<file path="src/rtl/bus_arb_enc.sv">
`default_nettype none
// +----------------------------------------------------------------------------+
// | bus_arb_enc: round-robin arbiter/encoder for a 4-source tri-state bus.     |
// | Optional turnaround cycle between owners: define BUS_ARB_TURNAROUND_EN.    |
// | Revision: 1.0                                                              |
// +----------------------------------------------------------------------------+
module bus_arb_enc #(
    parameter int MAX_HOLD = 16
) (
    input  logic       clk,
    input  logic       rst,
    input  logic [3:0] req,
    input  logic       done,
    output logic [1:0] cnt,
    output logic       en,
    output logic       timeout
);

    localparam logic [7:0] c_max_hold = 8'(MAX_HOLD);

    typedef enum logic [1:0] {
        ST_IDLE  = 2'd0,
        ST_GRANT = 2'd1,
        ST_GAP   = 2'd2
    } state_t;

    state_t     r_state;
    logic [1:0] r_last;
    logic [7:0] r_hold;

    logic [1:0] w_base;
    logic       w_found;
    logic [1:0] w_win;
    logic       w_owner_req;
    logic       w_at_limit;
    logic       w_release;
    logic       w_forced;

    // On a release in GRANT, the outgoing owner becomes the search origin.
    assign w_base = (r_state == ST_GRANT) ? cnt : r_last;

    // Requester k sits on req[3-k]; search k = base+1 .. base+4 (mod 4).
    always_comb begin
        w_found = 1'b0;
        w_win   = w_base;
        for (int i = 1; i <= 4; i++) begin
            if (!w_found && req[2'd3 - (w_base + 2'(i))]) begin
                w_found = 1'b1;
                w_win   = w_base + 2'(i);
            end
        end
    end

    assign w_owner_req = req[2'd3 - cnt];
    assign w_at_limit  = (r_hold == c_max_hold);
    assign w_release   = done | ~w_owner_req | w_at_limit;
    assign w_forced    = ~done & w_owner_req & w_at_limit;

    always_ff @(posedge clk) begin
        if (rst) begin
            r_state <= ST_IDLE;
            r_last  <= 2'b11;
            r_hold  <= 8'd0;
            cnt     <= 2'b00;
            en      <= 1'b0;
            timeout <= 1'b0;
        end else begin
            timeout <= 1'b0;
            case (r_state)
                ST_GRANT: begin
                    if (w_release) begin
                        r_last  <= cnt;
                        timeout <= w_forced;
`ifdef BUS_ARB_TURNAROUND_EN
                        en      <= 1'b0;
                        r_state <= ST_GAP;
`else
                        if (w_found) begin
                            cnt    <= w_win;
                            r_hold <= 8'd1;
                        end else begin
                            en      <= 1'b0;
                            r_state <= ST_IDLE;
                        end
`endif
                    end else if (!w_at_limit) begin
                        r_hold <= r_hold + 8'd1;
                    end
                end
                default: begin
                    // IDLE and GAP behave alike: arbitrate from the last owner.
                    if (w_found) begin
                        cnt     <= w_win;
                        en      <= 1'b1;
                        r_hold  <= 8'd1;
                        r_state <= ST_GRANT;
                    end else begin
                        en      <= 1'b0;
                        r_state <= ST_IDLE;
                    end
                end
            endcase
        end
    end

endmodule
`default_nettype wire

</file>
<file path="config.mk">
export PLATFORM = sky130hd
export DESIGN_NAME = bus_arb_enc
export DESIGN_NICKNAME = d
export VERILOG_FILES = /design/src/rtl/bus_arb_enc.sv
export SDC_FILE = /design/constraint.sdc
export NUM_CORES = 1
export LEC_CHECK = 0
export CORE_MARGIN = 1
export CORE_UTILIZATION = 50
export DETAILED_ROUTE_END_ITERATION = 16
export GPL_ROUTABILITY_DRIVEN = 0
export PLACE_DENSITY = 0.73
export RECOVER_POWER = 25
export SLEW_MARGIN = 15
export SYNTH_ARGS = -nofsm -noshare
export SYNTH_HDL_FRONTEND = slang
export SYNTH_SLANG_ARGS = --single-unit
</file>
<file path="constraint.sdc">
create_clock -name clk -period 2.1 [get_ports clk]
set_input_delay 0.315 -clock clk [delete_from_list [all_inputs] [get_ports clk]]
set_output_delay 0.315 -clock clk [all_outputs]
set_load 0.02 [all_outputs]
</file>
==> summary by stage <==
Drt
The detailed-route DRC error count is 0. The detailed-route via count is 848. The number of nets still failing antenna checks after routing is 0. Before antenna repair, the detailed router went through 4 iterations. After detailed routing, the number of vias per cell comes to roughly 5.9. After detailed routing, the total wire length is 1960 um. After detailed routing, the average wire length per cell comes to approximately 14 um. The number of design-rule violations left by the first detailed-router iteration is 24.

Critical path
The setup slack of the worst register-to-register path is ~200 ps. The kind of cell with the highest combined delay on the critical path is simple AND/OR/NAND/NOR gates. The kind of launch point of the worst setup path is a flip-flop. Among all stages on the critical path, the largest delay is contributed by nor4bb_1. Along the worst path, the maximum fanout reaches 5. At the worst endpoint, the required time is ~2300 ps. The signal arrival time at the worst endpoint is a little over 2000 ps. Walking the worst path, the cells encountered are inv_1 -> ha_1 -> nor4bb_1 -> and2_4 -> a211oi_1 -> buf_4 -> o211a_1 -> a41o_1.

The setup path with the least slack is of type flip-flop to flip-flop. STA classifies the critical path endpoint as a flip-flop. The startpoint of the worst register-to-register path is r_hold[0]. The worst path buffer plus inverter count is 2. The number of cell instances on the worst register-to-register path is 8. In this design, the stage delay of the slowest critical-path cell is 370 ps. The worst register-to-register path ends at cnt[1].

Synth
The fraction of synthesized area in multiplexers is around 7.8%. Of the total synthesized cell area, the portion taken by XOR and XNOR cells is less than 1%. After synthesis the netlist holds a flip-flop and latch count of 14. The compound-gate portion of the synthesized area is between 20% and 30%. In this run, synthesis inferred 0 flip-flops with an integrated enable. The register area share after synthesis is 30.6%.

The simple-gate share of the synthesized area is between 20% and 30%. The mean instance size in the synthesized netlist is 8.97 sq um. For this run, asynchronously set or reset flops after synthesis account for 0%. The largest area contributor in the netlist is dfxtp_1. The top cell type by area accounts for ~31% of the synthesized area. The combinational family with the most area after synthesis is compound AO/OA/AOI/OAI gates.

The post-synth net total is roughly 110. Yosys attributes the largest share of cell area to dfxtp_1, mux2i_1, nand2_1. The yosys synthesis warning count is 0.

The most frequently used flop master after synthesis is dfxtp_1. The adder-cell area share of the yosys netlist is 2.74%. The synthesized netlist occupies a cell area of 915 sq um.

The gate count of the mapped netlist is just over 100. The number of distinct library cells after synthesis is 45.

Timing
At the pin with the least slew margin, the transition time is 475 ps. After layout, the minimum clock period comes to 1900 ps. Hold is met by 527 ps. The number of pins with negative max-slew slack in the final report is 0. The setup skew after layout is 3.66 ps. In the finished design, the share of the clock period the worst path needs comes to 90.4%. The fmax is about 530 MHz. Setup violations remaining at the end of the flow were counted as 0. The number of hold-slack violations in the final timing report is 0. Setup repair after global routing left no endpoint under its margin.

Headroom to the max-slew limit came out at 67.4%.

Place
The number of cells after detailed placement is 140. Summing all placed instances gives a cell area of 1060 sq um. The placed wire-length estimate after detailed placement is 1460 um. The count of buffers inserted at the top-level ports is 10.

Min path
The tightest min-delay check is of the flip-flop to flip-flop type. In this run the most critical hold path is launched from r_hold[7]. The endpoint with the worst hold slack is r_hold[7]. Along the worst hold path, the cell count comes to 1.

Finish
The leading cell type in the layout, fill and taps excluded is dfxtp_1. Of the cells placed in the final design, the portion with a size suffix greater than 1 is 16.9%. The sequential standard cell area is 280 sq um. The multi-input combinational cells in the finished layout cover a total of 578 sq um.

0 antenna diodes ended up in the layout. The final non-filler cell area is 1080 sq um. From synthesis to final layout, the design area changed by 18.5%. The number of nets in the layout is 129. The number of fill cells in the layout is 157.

The library cells used most frequently in the layout, excluding fill and tap cells, are dfxtp_1, nand2_1, clkdlybuf4s50_1, buf_4. The post-route non-filler standard cell count is 143.

Die
The area of the die is 2000 sq um. For this configuration, the core starts out at a cell density of between 50% and 60%. During I/O placement, the number of pins put on the boundary was 11. The number of rows created at floorplan is 15. The die outline width is ~45 um. The overall die height is 44.8 um. In this run the standard cell core region covers 1730 sq um.

Power
The analysis attributes to cell leakage a power of 0.452 nW. The power per unit of standard cell area is between 500 and 600 nW/um^2. Across the VDD grid, the largest voltage drop is 0.456 mV.

GRT
The number of antenna violations at the first check in global routing is 0. The number of global-route vias before repair is 703. The aggregate global-route resource usage is 22.4%.

The maximum number of pins on one net before global-route repair is 11. The total overflow left after global routing is 0. The first-pass GRT wire length is 3190 um.

CTS
The number of clock sinks seen by CTS is 14. In this run, CTS created clock tree buffers numbering 3. The clock insertion delay at the later pin of the skew report is 280 ps.

CTS built an H-tree with a depth of 1. Post-CTS timing repair inserted 0 buffers for setup. The maximum number of buffers from clock root to sink is 2. The number of hold buffers added after CTS was 0.

TritonCTS built the clock tree. The number of cells upsized or downsized after cts is 0. The tree is rooted in a clkbuf_4. After clock tree synthesis, the clock-pin slew on the worst setup and hold paths is 70 ps.

Run
The max-cap violation count is 0.

Run status
The run finished with clean final reports.
## worst max path at each step
stage | startpoint | endpoint | slack (ps) | cells after the start
CTS | cnt[1] | r_hold[2] | 190 | 6
global route | cnt[1] | r_hold[2] | 20 | 6
finish | r_hold[0] | cnt[1] | 200 | 8
floorplan | cnt[1] | r_hold[6] | 320 | 7
global placement | done | r_hold[6] | 10 | 7
detailed placement | done | r_hold[2] | -20 | 7
## flip-flops by register name, summed over array words and instances (netlist names)
register and cells:
cnt 2, en 1, r_hold 8, r_last 2
timeout 1
## synth_stat cells, types with 3 or more instances
| cell type | n |
|---|---|
| nor2_1 | 6 |
| mux2i_1 | 6 |
| nand3_1 | 3 |
| a31oi_1 | 4 |
| nand2_1 | 11 |
| nand2b_1 | 3 |
| dfxtp_1 | 14 |
| a21oi_1 | 4 |
| inv_1 | 4 |
## layout make-up
class | instances | share of cell area (%)
tap | 25 | 2.89
clock buffer | 3 | 2.08
multi-input combinational | 79 | 53.3
inverter | 4 | 1.39
sequential | 14 | 25.9
timing repair buffer | 18 | 14.4
## per-layer routing
layer  GRT usage, %  vias up  routed length (um)
met2           31.8       19                 834
met5              0        -                   0
li1               -      423                   -
met3           7.20        4                  83
met1           31.8      402                1020
met4           7.88        0                  26
## where the power goes
group	internal, mW	leakage (nW)	switching (mW)	total (mW)
clock network	0.0665	0.0138	0.0778	0.144
logic	0.0864	0.324	0.0799	0.166
registers	0.281	0.115	0.0282	0.309
## through the flow
stage,power [mW],setup slack (ps),util [%],setup TNS (ps)
floorplan,0.427,325,-,0
global placement,0.477,13.5,61.7,0
detailed placement,0.482,-19.5,61.7,-31.1
CTS,0.632,190,63.0,0
global route,0.659,24.8,62.8,0
finish,0.620,201,62.8,0
## cells by family (layout without fill, tap and decap cells)
kind of cell,Yosys count,in the layout
adder cells (fa/ha/maj),2,2
buffers and inverters,9,25
XOR/XNOR,1,1
flip-flops,14,14
AO/OA/AOI/OAI,31,31
AND/OR/NAND/NOR,38,38
multiplexers,7,7
No activity file was read; power rests on OpenSTA's default activity.
